File: src/rtl/sys_ctrl_pkg.sv
// Shared system-controller definitions: command codes, RX FSM state
// encoding and the fixed register-file slots used for ALU operands.
package sys_ctrl_pkg;

   localparam logic [7:0] CMD_WR      = 8'hAA;
   localparam logic [7:0] CMD_RD      = 8'hBB;
   localparam logic [7:0] CMD_ALU_OP  = 8'hCC;
   localparam logic [7:0] CMD_ALU_NOP = 8'hDD;

   localparam int OPA_ADDR = 0;
   localparam int OPB_ADDR = 1;

   typedef enum logic [2:0] {
      ST_IDLE,
      ST_WR_ADDR,
      ST_WR_DATA,
      ST_RD_ADDR,
      ST_OP_A,
      ST_OP_B,
      ST_ALU_FUN
   } rx_state_e;

endpackage

File: src/rtl/sys_ctrl_rx_if.sv
// Byte stream in, register-file / ALU strobes out.
// master = byte source / strobe consumer; slave = the decoder.
interface sys_ctrl_rx_if #(
   parameter int DATA_WIDTH = 8,
   parameter int ADDR_WIDTH = 4
);
   logic [DATA_WIDTH-1:0] rx_data;
   logic                  rx_valid;
   logic                  rf_wr_en;
   logic                  rf_rd_en;
   logic [ADDR_WIDTH-1:0] rf_addr;
   logic [DATA_WIDTH-1:0] rf_wr_data;
   logic                  alu_en;
   logic [3:0]            alu_fun;
   logic                  cmd_err;

   modport master (
      output rx_data, rx_valid,
      input  rf_wr_en, rf_rd_en, rf_addr, rf_wr_data, alu_en, alu_fun, cmd_err
   );

   modport slave (
      input  rx_data, rx_valid,
      output rf_wr_en, rf_rd_en, rf_addr, rf_wr_data, alu_en, alu_fun, cmd_err
   );
endinterface

File: src/rtl/rx_gap_timer.sv
// Inter-byte gap timer. expired is raised combinationally during the
// cycle whose closing edge would be the GAP_CYCLES-th idle edge after the
// last clear, so the consumer's registered response lands exactly
// GAP_CYCLES cycles after the last byte.
module rx_gap_timer #(
   parameter int GAP_CYCLES = 4096
) (
   input  logic CLK,
   input  logic RST,
   input  logic clear,
   input  logic run,
   output logic expired
);
   localparam int CW = $clog2(GAP_CYCLES + 1);

   logic [CW-1:0] cnt;

   assign expired = run && (cnt == CW'(GAP_CYCLES - 1));

   // count idle cycles inside a frame; any byte or leaving the frame restarts
   always_ff @(posedge CLK) begin
      if (RST || clear || !run)
         cnt <= '0;
      else if (!expired)
         cnt <= cnt + 1'b1;
   end
endmodule

File: src/rtl/sys_ctrl_rx.sv
// RX command decoder: parses AA/BB/CC/DD frames from the synchronized
// byte stream into single-cycle register-file and ALU strobes.
// Optional inter-byte timeout: define SYS_CTRL_RX_TIMEOUT_EN.
module sys_ctrl_rx
   import sys_ctrl_pkg::*;
#(
   parameter int DATA_WIDTH = 8,
   parameter int ADDR_WIDTH = 4,
   parameter int GAP_CYCLES = 4096
) (
   input  logic         CLK,
   input  logic         RST,
   sys_ctrl_rx_if.slave bus
);
   rx_state_e             state;
   logic [ADDR_WIDTH-1:0] addr_q;
   logic                  wr_en_q, rd_en_q, alu_en_q, err_q;
   logic [ADDR_WIDTH-1:0] rf_addr_q;
   logic [DATA_WIDTH-1:0] wr_data_q;
   logic [3:0]            alu_fun_q;
   logic                  timeout;

`ifdef SYS_CTRL_RX_TIMEOUT_EN
   rx_gap_timer #(.GAP_CYCLES(GAP_CYCLES)) u_gap_timer (
      .CLK     (CLK),
      .RST     (RST),
      .clear   (bus.rx_valid),
      .run     (state != ST_IDLE),
      .expired (timeout)
   );
`else
   // no timer: a partial frame waits forever (GAP_CYCLES kept referenced so
   // both builds share one parameter list)
   assign timeout = (GAP_CYCLES < 0);
`endif

   assign bus.rf_wr_en   = wr_en_q;
   assign bus.rf_rd_en   = rd_en_q;
   assign bus.alu_en     = alu_en_q;
   assign bus.cmd_err    = err_q;
   assign bus.rf_addr    = rf_addr_q;
   assign bus.rf_wr_data = wr_data_q;
   assign bus.alu_fun    = alu_fun_q;

   // frame FSM with registered strobes; a byte always beats a timeout
   always_ff @(posedge CLK) begin
      if (RST) begin
         state     <= ST_IDLE;
         addr_q    <= '0;
         wr_en_q   <= 1'b0;
         rd_en_q   <= 1'b0;
         alu_en_q  <= 1'b0;
         err_q     <= 1'b0;
         rf_addr_q <= '0;
         wr_data_q <= '0;
         alu_fun_q <= '0;
      end else begin
         wr_en_q  <= 1'b0;
         rd_en_q  <= 1'b0;
         alu_en_q <= 1'b0;
         err_q    <= 1'b0;
         if (bus.rx_valid) begin
            case (state)
               ST_IDLE: begin
                  case (bus.rx_data)
                     DATA_WIDTH'(CMD_WR):      state <= ST_WR_ADDR;
                     DATA_WIDTH'(CMD_RD):      state <= ST_RD_ADDR;
                     DATA_WIDTH'(CMD_ALU_OP):  state <= ST_OP_A;
                     DATA_WIDTH'(CMD_ALU_NOP): state <= ST_ALU_FUN;
                     default:                  err_q <= 1'b1;
                  endcase
               end
               ST_WR_ADDR: begin
                  addr_q <= bus.rx_data[ADDR_WIDTH-1:0];
                  state  <= ST_WR_DATA;
               end
               ST_WR_DATA: begin
                  wr_en_q   <= 1'b1;
                  rf_addr_q <= addr_q;
                  wr_data_q <= bus.rx_data;
                  state     <= ST_IDLE;
               end
               ST_RD_ADDR: begin
                  rd_en_q   <= 1'b1;
                  rf_addr_q <= bus.rx_data[ADDR_WIDTH-1:0];
                  state     <= ST_IDLE;
               end
               ST_OP_A: begin
                  wr_en_q   <= 1'b1;
                  rf_addr_q <= ADDR_WIDTH'(OPA_ADDR);
                  wr_data_q <= bus.rx_data;
                  state     <= ST_OP_B;
               end
               ST_OP_B: begin
                  wr_en_q   <= 1'b1;
                  rf_addr_q <= ADDR_WIDTH'(OPB_ADDR);
                  wr_data_q <= bus.rx_data;
                  state     <= ST_ALU_FUN;
               end
               ST_ALU_FUN: begin
                  alu_en_q  <= 1'b1;
                  alu_fun_q <= bus.rx_data[3:0];
                  state     <= ST_IDLE;
               end
               default: state <= ST_IDLE;
            endcase
         end else if (timeout) begin
            err_q <= 1'b1;
            state <= ST_IDLE;
         end
      end
   end
endmodule

File: src/flat_wrapper.sv
// flat-port wrapper written by rule: the top's interface ports become plain ports
module sys_ctrl_rx_flat import sys_ctrl_pkg::*;
#(
   parameter int DATA_WIDTH = 8,
   parameter int ADDR_WIDTH = 4,
   parameter int GAP_CYCLES = 4096
)
  (CLK, RST, bus_rx_data, bus_rx_valid, bus_rf_wr_en, bus_rf_rd_en, bus_rf_addr, bus_rf_wr_data, bus_alu_en, bus_alu_fun, bus_cmd_err);
  sys_ctrl_rx_if #(.DATA_WIDTH(DATA_WIDTH), .ADDR_WIDTH(ADDR_WIDTH)) bus_i ();
  input  logic CLK;
  input  logic RST;
  input wire logic [$bits(bus_i.rx_data)-1:0] bus_rx_data;
  input wire logic [$bits(bus_i.rx_valid)-1:0] bus_rx_valid;
  output wire logic [$bits(bus_i.rf_wr_en)-1:0] bus_rf_wr_en;
  output wire logic [$bits(bus_i.rf_rd_en)-1:0] bus_rf_rd_en;
  output wire logic [$bits(bus_i.rf_addr)-1:0] bus_rf_addr;
  output wire logic [$bits(bus_i.rf_wr_data)-1:0] bus_rf_wr_data;
  output wire logic [$bits(bus_i.alu_en)-1:0] bus_alu_en;
  output wire logic [$bits(bus_i.alu_fun)-1:0] bus_alu_fun;
  output wire logic [$bits(bus_i.cmd_err)-1:0] bus_cmd_err;
  assign bus_i.rx_data = bus_rx_data;
  assign bus_i.rx_valid = bus_rx_valid;
  assign bus_rf_wr_en = bus_i.rf_wr_en;
  assign bus_rf_rd_en = bus_i.rf_rd_en;
  assign bus_rf_addr = bus_i.rf_addr;
  assign bus_rf_wr_data = bus_i.rf_wr_data;
  assign bus_alu_en = bus_i.alu_en;
  assign bus_alu_fun = bus_i.alu_fun;
  assign bus_cmd_err = bus_i.cmd_err;
  sys_ctrl_rx #(.DATA_WIDTH(DATA_WIDTH), .ADDR_WIDTH(ADDR_WIDTH), .GAP_CYCLES(GAP_CYCLES)) u_core (.CLK(CLK), .RST(RST), .bus(bus_i));
endmodule
File: config.mk
export PLATFORM = sky130hd
export DESIGN_NAME = sys_ctrl_rx_flat
export DESIGN_NICKNAME = d
export VERILOG_FILES = /design/src/rtl/sys_ctrl_pkg.sv /design/src/rtl/sys_ctrl_rx_if.sv /design/src/rtl/rx_gap_timer.sv /design/src/rtl/sys_ctrl_rx.sv /design/src/flat_wrapper.sv
export SDC_FILE = /design/constraint.sdc
export NUM_CORES = 1
export LEC_CHECK = 0
export ABC_AREA = 0
export CAP_MARGIN = 20
export CELL_PAD_IN_SITES_DETAIL_PLACEMENT = 0
export CELL_PAD_IN_SITES_GLOBAL_PLACEMENT = 1
export CORE_UTILIZATION = 35
export CTS_BUF_LIST = sky130_fd_sc_hd__clkbuf_8 sky130_fd_sc_hd__clkbuf_16
export DETAILED_ROUTE_END_ITERATION = 12
export MAX_ROUTING_LAYER = met4
export PLACE_DENSITY_LB_ADDON = 0.1
export SLEW_MARGIN = 20
export SYNTH_ARGS = -nofsm -noshare
export SYNTH_HDL_FRONTEND = slang
export SYNTH_SLANG_ARGS = --single-unit
export TNS_END_PERCENT = 100
File: constraint.sdc
create_clock -name CLK -period 2.4 [get_ports CLK]
set_input_delay 0.24 -clock CLK [delete_from_list [all_inputs] [get_ports CLK]]
set_output_delay 0.24 -clock CLK [all_outputs]
set_load 0.03 [all_outputs]
**Word-level counts from Yosys, hierarchy flattened**

Index checks and enable logic that the tools add are counted.

- Eq/ne operators: 11
- Muxes and demuxes: 7
- Bitwise logic cells: 2
- Reductions and logical operators: 11

Operators with widths:

| kind | count |
|---|---|
| $eq A8 B8 Y1 const B | 4 |
| $pmux W3 S4 | 2 |
| $pmux W4 S4 | 1 |
| $reduce_and A2 Y1 | 5 |
| $eq A3 B3 Y1 const B | 3 |
| $eq A3 B2 Y1 const B | 2 |
| $reduce_or A3 Y1 | 2 |
| $ne A5 B5 Y1 const B | 1 |
| $mux W1 | 4 |
| $reduce_bool A4 Y1 | 1 |
| $reduce_or A4 Y1 | 1 |
| $eq A3 B1 Y1 const B | 1 |
| $logic_not A3 Y1 | 1 |
| $not A1 Y1 | 2 |
| $reduce_or A2 Y1 | 1 |

- Register bits after elaboration: 27

**Depth between registers and ports, before layout**

Gate-level depths: netlist of run 1.

- Depth after elaboration: 3
- Depth in mapped cells: 7
- Depth with buffers taken out: 6

**Worst setup path before layout of run 1**

Ideal clock, no wire load.

- Path type: register -> register
- Start point: reg u_core.state[1]
- End point: reg u_core.wr_data_q[5] (netlist: u_core.bus.rf_wr_data[5])
- Setup time: 0.128 ns
- Data arrival time: 1.514 ns
- Setup slack: 0.758 ns
- Stages on the path, launching flop included: 7
- Buffers on the path: 1
- Period minus slack after synthesis: 1.642 ns
- Path through: dfxtp_1 > inv_1 > ha_1 > clkbuf_1 > o21ai_2 > mux2i_1 > nor2_1

- Word-level cells in the longest chain between the ends: 3
- Elaborated cells on any way between the ends: 5
- Classes of those cells: eq/ne (3); reduce/logical (2)

Ends and longest elaborated chain:

| what | RTL line | RTL |
|---|---|---|
| start, declared | sys_ctrl_rx.sv:15 | `rx_state_e state;` |
| start signal, assigned | sys_ctrl_rx.sv:48 | `state <= ST_IDLE;` |
| start signal, assigned | sys_ctrl_rx.sv:66 | `DATA_WIDTH'(CMD_WR): state <= ST_WR_ADDR;` |
| start signal, assigned | sys_ctrl_rx.sv:67 | `DATA_WIDTH'(CMD_RD): state <= ST_RD_ADDR;` |
| $eq A3 B2 Y1 or $eq A3 B3 Y1 (tied branches) | sys_ctrl_rx.sv:63 | `case (state)` |
| $reduce_or A3 Y1 (no source line) (*) | n/a |  |
| $reduce_and A2 Y1 (no source line) (*) | n/a |  |
| end signal, assigned | sys_ctrl_rx.sv:80 | `wr_data_q <= bus.rx_data;` |
| end signal, assigned | sys_ctrl_rx.sv:91 | `wr_data_q <= bus.rx_data;` |
| end signal, assigned | sys_ctrl_rx.sv:97 | `wr_data_q <= bus.rx_data;` |
| end, declared | sys_ctrl_rx.sv:19 | `logic [DATA_WIDTH-1:0] wr_data_q;` |

Every way passes the cells marked *; elsewhere a longest branch is shown, timed or not.
A chain may end at the register's enable or synchronous reset.

**Worst setup path in the final report of run 1**

- Start point: reg u_core.state[1]
- End point: reg u_core.wr_data_q[1] (netlist: u_core.bus.rf_wr_data[1])

Same word-level chain as after synthesis.

==> flow_summary.json, run 1 <==
{
  "ys_seq_area_frac": 0.452,
  "area_growth_pct": 31.5,
  "post_cts_resized": 0,
  "hpwl_um": 1900,
  "syn_nets": 143,
  "p_clk_frac": 0.332,
  "core_area_um2": 3150,
  "fin_crit_ns": 1.82,
  "cts_hold_buf": 0,
  "relSlewSlack": 0.627,
  "whs_ns": 0.497,
  "synthMuxAreaShare": 0.159,
  "yosysTopAreaCell": "dfxtp_1",
  "critPathMaxFanout": 9,
  "cts_made_buffers": 3,
  "vias": 995,
  "place_area_um2": 1520,
  "cpPeakStageDelay_ns": 0.52,
  "synthAdderAreaFrac": 0.0209,
  "rows": 20,
  "p_leak_nw": 0.653,
  "route.detailed.drc": 0,
  "grt_use_total": 0.159,
  "grt_max_degree": 22,
  "synth_flop_cell": "dfxtp_1",
  "setup_tns_ns": 0,
  "synth_compound_area_frac": 0.0921,
  "gp_congestion": 0.800,
  "postLayoutCellArea_um2": 1570,
  "wl_per_cell_um": 12.7,
  "syn-instance-count": 130,
  "insertion_delay_ns": 0.27,
  "routed_wl_um": 2540,
  "drtIter0Drc": 17,
  "synthXorXnorAreaFrac": 0.00733,
  "synth-seq-cells": 27,
  "grt_pass1_vias": 909,
  "ios": 31,
  "via_per_inst": 4.98,
  "antenna_found_initial": 0,
  "ys_types": 33,
  "switchingPower_w": 0.000184,
  "fin_nets": 170,
  "start_util": 0.379,
  "synth.top_cells.by_count": "nor2_1 (30), dfxtp_1 (27), mux2i_1 (19)",
  "crit_type": "reg -> reg",
  "sw_frac_of_total": 0.234,
  "power_density_nw_per_um2": 501,
  "worstMarginPinSlew_ns": 0.559,
  "final_cells": 200,
  "h-tree-depth": 1,
  "startpoint_type": "flip-flop",
  "firstDrtPassIters": 4,
  "io_buffers": 30,
  "synth.most_common_cell": "nor2_1",
  "drtAntennaViolNets": 0,
  "max_freq_ghz": 0.548,
  "yosys_warnings": 0,
  "dieArea_um2": 3650,
  "synth_top_area_share": 0.452,
  "peakVddDrop_mv": 0.224,
  "comb_power_share": 0.090,
  "maxSlewViolCount": 0,
  "die_y_um": 60.4,
  "cap_violations": 0,
  "async_flop_share": 0,
  "status": "finished, final reports clean",
  "hold_class": "reg -> reg",
  "cts_root_buf": "clkbuf_8",
  "synth_top_family_by_area": "simple AND/OR/NAND/NOR gates",
  "grt_setup_unrepaired": "false",
  "clock-sinks": 27,
  "n_antenna_cell": 0,
  "cts_tree": "done",
  "grt_overflow_total": 0,
  "n_fill_cell": 325,
  "regToRegSetupSlack_ns": 0.58,
  "cts.path.max_buffers": 2,
  "min_period_over_period": 0.760,
  "drive_gt1_frac": 0.0577,
  "syn_avg_cell_area_um2": 9.19,
  "fin_util": 0.498,
  "critPathCaptureType": "flip-flop",
  "setup_viol": 0,
  "synth_edf_count": 0,
  "worstPathRequired_ns": 2.57,
  "finClkSkew_ns": 0.00625,
  "cpMaxStageDelayCell": "o21ai_2",
  "seq_power_share": 0.577,
  "synth_area_leaders": "dfxtp_1 (45%), mux2i_1 (16%), nor2_1 (9.4%)",
  "synthSimpleGateAreaFrac": 0.223,
  "postCtsSetupBuffers": 0,
  "arrival_ns": 1.99,
  "path_cells": "inv_1, ha_1, o21ai_2, mux2i_1, nor2_1",
  "synth_area_um2": 1190,
  "internal_power_w": 0.000603,
  "dp_cells": 196,
  "hold_viol": 0,
  "grt_pass1_wl_um": 4220,
  "clk_pin_slew_worst_paths_ns": 0.10,
  "dieWidth_um": 60.4
}
-- per-stage QoR --
step / setup WS [ns] / power (W)
after global routing: 0.358 / 0.000828
after global placement: 0.510 / 0.000537
after CTS: 0.537 / 0.000800
after detailed placement: 0.466 / 0.000537
final: 0.576 / 0.000788
after floorplan: 0.758 / 0.000502
-- flip-flops by register name, indices dropped and copies added, names as in the netlist --
register	flops
u_core.bus.cmd_err	1
u_core.state	3
u_core.bus.rf_rd_en	1
u_core.bus.alu_en	1
u_core.bus.rf_wr_data	8
u_core.bus.alu_fun	4
u_core.bus.rf_addr	4
u_core.addr_q	4
u_core.bus.rf_wr_en	1
-- per-layer routing --
metal | up-vias | track usage | part of all wire
li1 | 501 | - | -
met1 | 448 | 0.207 | 0.47
met2 | 42 | 0.245 | 0.44
met3 | 4 | 0.0362 | 0.080
met4 | 0 | 0.0487 | 0.011
met5 | - | - | 0
-- area by class of cell --
cell class              instances  area (um2)  area share
clock inverters                 1        7.51     0.00478
flip-flops and latches         27         541       0.344
well taps                      44        55.1      0.0350
inverters                       3        11.3     0.00717
multi-input cells              90         601       0.382
clock buffers                   3        41.3      0.0263
repair buffers                 32         315       0.201
-- power by group through the flow --
| stage | combinational, W | clock, W | sequential, W |
|---|---|---|---|
| after floorplan | 0.0000320 | 0 | 0.000470 |
| after global placement | 0.0000721 | 0 | 0.000465 |
| after detailed placement | 0.0000716 | 0 | 0.000465 |
| after CTS | 0.0000719 | 0.000274 | 0.000455 |
| after global routing | 0.0000776 | 0.000295 | 0.000455 |
| final | 0.0000711 | 0.000262 | 0.000455 |
-- kinds of logic after synthesis --
family | after synthesis
simple gates | 53
flops | 27
mux | 19
compound gates | 15
buf+inv | 13
fa+ha+maj | 2
xor+xnor | 1
-- placed cells by master, fill, tap and decap left out, types with 3 or more instances in the layout --
| master | synthesis | routed |
|---|---|---|
| nor2_1 | 30 | 30 |
| clkdlybuf4s50_1 | 0 | 30 |
| dfxtp_1 | 27 | 27 |
| mux2i_1 | 19 | 19 |
| a211oi_1 | 6 | 6 |
| nor2b_1 | 3 | 3 |
| nor3_1 | 3 | 3 |
| clkbuf_8 | 0 | 3 |
-- critical path: cells and delay by family, from the launching register on --
family                     cells  cell delay, ns
AOI/OAI and AO/OA              1            0.52
muxes                          1            0.25
buffers and inverters          1            0.13
DFF                            1            0.44
and+or+nand+nor                1            0.06
adders and majority gates      1            0.33
-- worst paths after layout --
kind,startpoint,end,cells past startpoint
min,u_core.addr_q[1],u_core.addr_q[1],2
min reg2reg,u_core.addr_q[1],u_core.addr_q[1],2
max reg2reg,u_core.state[1],u_core.bus.rf_wr_data[1],5
max,u_core.state[1],u_core.bus.rf_wr_data[1],5
Power figures use the tool's default switching activity.
==> inputs of run 2 (changes only) <==
==> constraint.sdc (replaced) <==
create_clock -name CLK -period 1.8 [get_ports CLK]
set_input_delay 0.18 -clock CLK [delete_from_list [all_inputs] [get_ports CLK]]
set_output_delay 0.18 -clock CLK [all_outputs]
set_load 0.03 [all_outputs]
==> run 2 against run 1 <==
Against the previous run:
- register-to-register slack got worse by 0.41 ns
- non-clock buffer count rose by 6
- routed wire length rose by 5.2%
- sequential share of layout area fell by 1.2 points
- largest cell class unchanged
- cell area rose by 3.7%
- fmax rose by 11%
- sequential cell count did not move
- clock skew fell by 0.00094 ns
- critical path depth rose by 1
- total power rose by 36%
==> flow_summary.json, run 2 (synthesis results as in run 1) <==
{
  "critPathMaxFanout": 9,
  "fin_crit_ns": 1.64,
  "grt_setup_unrepaired": "false",
  "hold_path.startpoint": "u_core.addr_q[1]",
  "largest_reg_flops": 8,
  "wl_per_cell_um": 13.0,
  "place_area_um2": 1580,
  "rows": 20,
  "firstDrtPassIters": 4,
  "cts.path.max_buffers": 2,
  "grt_pass1_vias": 986,
  "max_freq_ghz": 0.611,
  "route.detailed.drc": 0,
  "routed_wl_um": 2670,
  "grt_overflow_total": 0,
  "worstPathRequired_ns": 1.97,
  "drtAntennaViolNets": 0,
  "status": "finished, final reports clean",
  "hpwl_um": 2030,
  "n_antenna_cell": 0,
  "finalWorstSetupSlack_ns": 0.162,
  "clock-sinks": 27,
  "grt_use_total": 0.178,
  "p_leak_nw": 0.687,
  "postLayoutCellArea_um2": 1630,
  "endpoint": "u_core.bus.rf_wr_data[7]",
  "crit_type": "reg -> reg",
  "grt_pass1_wl_um": 4600,
  "io_buffers": 30,
  "setup_tns_ns": 0,
  "vias": 1011,
  "power_density_nw_per_um2": 656,
  "cts_made_buffers": 3,
  "hold_class": "reg -> reg",
  "cts_tree": "done",
  "r2r_cells": 6,
  "setup_viol": 0,
  "core_area_um2": 3150,
  "cap_violations": 0,
  "ios": 31,
  "relSlewSlack": 0.654,
  "cts_root_buf": "clkbuf_8",
  "start_util": 0.379,
  "cts_hold_buf": 0,
  "reg2reg_to": "u_core.bus.rf_wr_data[7]",
  "h-tree-depth": 1,
  "arrival_ns": 1.81,
  "die_y_um": 60.4,
  "drive_gt1_frac": 0.0926,
  "maxSlewViolCount": 0,
  "gp_congestion": 0.815,
  "hold_viol": 0,
  "peakVddDrop_mv": 0.341,
  "antenna_found_initial": 0,
  "area_growth_pct": 36.3,
  "min_period_over_period": 0.910,
  "fin_nets": 176,
  "clk_pin_slew_worst_paths_ns": 0.10,
  "regToRegSetupSlack_ns": 0.16,
  "worstMarginPinSlew_ns": 0.506,
  "drtIter0Drc": 18,
  "critPathLaunch": "u_core.state[1]",
  "dieArea_um2": 3650,
  "via_per_inst": 4.91,
  "startpoint_type": "flip-flop",
  "insertion_delay_ns": 0.28,
  "place_worst_setup_slack_ns": 0.0137,
  "finClkSkew_ns": 0.00531,
  "final_cell_mix": "nor2_1 (30), clkdlybuf4s50_1 (30), dfxtp_1 (27), mux2i_1 (19), buf_4 (7)",
  "post_cts_resized": 0,
  "dieWidth_um": 60.4,
  "grt_max_degree": 22,
  "postCtsSetupBuffers": 0,
  "r2r-start": "u_core.state[1]",
  "critPathCaptureType": "flip-flop"
}
==> run 2: cell types whose count changed in the layout (fill, tap and decap cells not counted), sizes merged <==
cell and delta:
buf +6
==> run 2: stage by stage <==
stage | total power [W] | util | std cells | hold slack, ns
after CTS | 0.00108 | 0.517 | 206 | 0.505
after detailed placement | 0.000727 | 0.501 | 202 | 0.481
after global placement | 0.000726 | 0.501 | 202 | 0.464
final | 0.00107 | 0.517 | 206 | 0.497
after global routing | 0.00112 | 0.517 | 206 | 0.527
after floorplan | 0.000669 | - | 130 | 0.324
==> run 2: power breakdown <==
group / switching (W) / total [W] / internal, W / leakage (nW)
Combinational: 0.0000538 / 0.000107 / 0.0000530 / 0.448
Sequential: 0.00000383 / 0.000606 / 0.000602 / 0.218
Clock: 0.000198 / 0.000356 / 0.000157 / 0.0217
==> run 2: routing by layer <==
metal,vias to the layer above,wire length (um),global-route usage
li1,515,-,-
met1,461,1320,0.234
met2,31,1200,0.270
met3,4,120,0.0299
met4,0,34,0.0779
met5,-,0,-
==> run 2: how the worst min path moves through the flow <==
stage,endpoint,slack (ns),cells past startpoint
floorplan,u_core.bus.alu_fun[1],0.32,2
global placement,u_core.addr_q[3],0.46,2
detailed placement,u_core.addr_q[3],0.48,2
CTS,u_core.bus.rf_addr[2],0.51,2
global route,u_core.addr_q[0],0.53,2
finish,u_core.addr_q[1],0.50,2
==> run 2: critical path, stage by stage (launching register included) <==
cell and delay [ns]:
dfxtp_1 0.44, inv_1 0.13, ha_1 0.34, o21ai_2 0.22, buf_12 0.16, mux2i_1 0.19, nor2_1 0.06
==> run 2: cell type report <==
type,count,area (um2)
clock inverter,1,7.51
multi-input combinational,90,601
fill,322,1520
inverter,3,11.3
clock buffer,3,41.3
tap,44,55.1
sequential,27,541
timing repair buffer,38,373
==> inputs of run 3 (changes only) <==
--- a/config.mk
+++ b/config.mk
@@ -9,9 +9,11 @@
 export CAP_MARGIN = 20
 export CELL_PAD_IN_SITES_DETAIL_PLACEMENT = 0
 export CELL_PAD_IN_SITES_GLOBAL_PLACEMENT = 1
-export CORE_UTILIZATION = 35
+export CORE_MARGIN = 5
+export CORE_UTILIZATION = 30
 export CTS_BUF_LIST = sky130_fd_sc_hd__clkbuf_8 sky130_fd_sc_hd__clkbuf_16
 export DETAILED_ROUTE_END_ITERATION = 12
+export GPL_ROUTABILITY_DRIVEN = 0
 export MAX_ROUTING_LAYER = met4
 export PLACE_DENSITY_LB_ADDON = 0.1
 export SLEW_MARGIN = 20
==> run 3 against run 2 <==
Against the previous run:
- global-route usage down 6.0 points
- cell count up 3.4%
- die area up 46%
- worst setup slack worse by 0.012 ns
- worst hold slack better by 0.0019 ns
- first-iteration DRC count up 94%
- routed wire length up 8.0%
- sequential power about the same
- register-to-register slack about the same
- sequential cell count unchanged
- sequential share of layout area down 0.35 points
- highest routed layer unchanged
==> flow_summary.json, run 3 (synthesis results as in run 1) <==
{
  "seqCellArea_um2": 541,
  "max_freq_ghz": 0.606,
  "worstPathRequired_ns": 1.97,
  "p_leak_nw": 0.691,
  "die_y_um": 73.1,
  "n_fill_cell": 377,
  "io_buffers": 30,
  "grt_use_total": 0.119,
  "drive_gt1_frac": 0.104,
  "wl_per_cell_um": 13.5,
  "arrival_ns": 1.82,
  "worstMarginPinSlew_ns": 0.360,
  "rows": 23,
  "startpoint_type": "flip-flop",
  "route.detailed.drc": 0,
  "clock-sinks": 27,
  "cts_tree": "done",
  "multi_input_area_um2": 603,
  "finClkSkew_ns": 0.00402,
  "grt_pass1_vias": 983,
  "clk_pin_slew_worst_paths_ns": 0.09,
  "cts_root_buf": "clkbuf_8",
  "crit_type": "reg -> reg",
  "vias": 974,
  "core_area_um2": 3940,
  "min_period_over_period": 0.916,
  "hold_viol": 0,
  "dieWidth_um": 73.1,
  "setup_tns_ns": 0,
  "setup_viol": 0,
  "dieArea_um2": 5350,
  "fin_nets": 177,
  "grt_pass1_wl_um": 4840,
  "grt_setup_unrepaired": "false",
  "n_antenna_cell": 0,
  "firstDrtPassIters": 4,
  "start_util": 0.303,
  "ios": 31,
  "relSlewSlack": 0.754,
  "drtAntennaViolNets": 0,
  "area_growth_pct": 37.8,
  "cpPeakStageDelay_ns": 0.70,
  "cap_violations": 0,
  "postCtsSetupBuffers": 0,
  "final_cell_mix": "nor2_1 (30), clkdlybuf4s50_1 (30), dfxtp_1 (27), mux2i_1 (19), buf_4 (8)",
  "status": "finished, final reports clean",
  "power_density_nw_per_um2": 645,
  "total_power_w": 0.00106,
  "peakVddDrop_mv": 0.342,
  "fin_crit_ns": 1.65,
  "cpMaxStageDelayCell": "or4_1",
  "maxSlewViolCount": 0,
  "path_cells": "inv_2, or4_1, mux2i_1, nor2_1",
  "insertion_delay_ns": 0.27,
  "drtIter0Drc": 35,
  "hold_depth": 2,
  "h-tree-depth": 1,
  "routed_wl_um": 2880,
  "critPathMaxFanout": 7,
  "cts.path.max_buffers": 2,
  "critPathCaptureType": "flip-flop",
  "largest_reg_flops": 8,
  "cts_made_buffers": 3,
  "fin_util": 0.418,
  "via_per_inst": 4.57,
  "grt_max_degree": 17,
  "antenna_found_initial": 0,
  "grt_overflow_total": 0,
  "hold_class": "reg -> reg",
  "hpwl_um": 2240,
  "r2r_cells": 4
}
## run 3: routing by layer
layer  global-route usage  part of all wire  up-vias  wire (um)
met1                0.170              0.50      434       1450
met2                0.170              0.45       22       1310
met4               0.0328            0.0069        0         20
met3               0.0207             0.036        2        104
met5                    -                 0        -          0
li1                     -                 -      516          -
## run 3: worst paths after layout
check | from | to | slack, ns
setup / recovery | u_core.state[2] | u_core.bus.alu_fun[3] | 0.15
hold reg to reg | u_core.addr_q[2] | u_core.addr_q[2] | 0.50
hold / removal | u_core.addr_q[2] | u_core.addr_q[2] | 0.50
setup reg to reg | u_core.state[2] | u_core.bus.alu_fun[3] | 0.15
## run 3: power by group
group          total, W  switching, W  leakage (nW)  internal, W
Combinational  0.000109     0.0000548         0.451    0.0000544
Clock          0.000347      0.000190        0.0217     0.000157
Sequential     0.000606    0.00000387         0.218     0.000602
Total           0.00106      0.000249         0.691     0.000814
## run 3: critical path: cells and delay by family (launching register included)
| family | cells | cell delay [ns] |
|---|---|---|
| mux | 1 | 0.21 |
| simple gates | 2 | 0.75 |
| flops | 1 | 0.47 |
| buf+inv | 1 | 0.12 |
## run 3: per-stage QoR
step,hold slack [ns],setup WS [ns],instance area (um2),std cells
finish,0.499,0.151,1650,213
global route,0.537,0.0321,1650,213
CTS,0.506,0.144,1640,213
detailed placement,0.481,0.0346,1600,209
global placement,0.465,0.0956,1600,209
floorplan,0.324,0.158,1190,130
## run 3: area by class of cell
class / count / area share
multi-input combinational: 90 / 0.366
timing repair buffer: 39 / 0.231
clock buffer: 3 / 0.0251
tap: 50 / 0.0380
clock inverter: 1 / 0.00456
inverter: 3 / 0.00684
sequential: 27 / 0.328
## run 3: repair_timing
action	CTS	global route
hold buffers	0	0
resized for setup	0	1
setup endpoints to repair	0	1
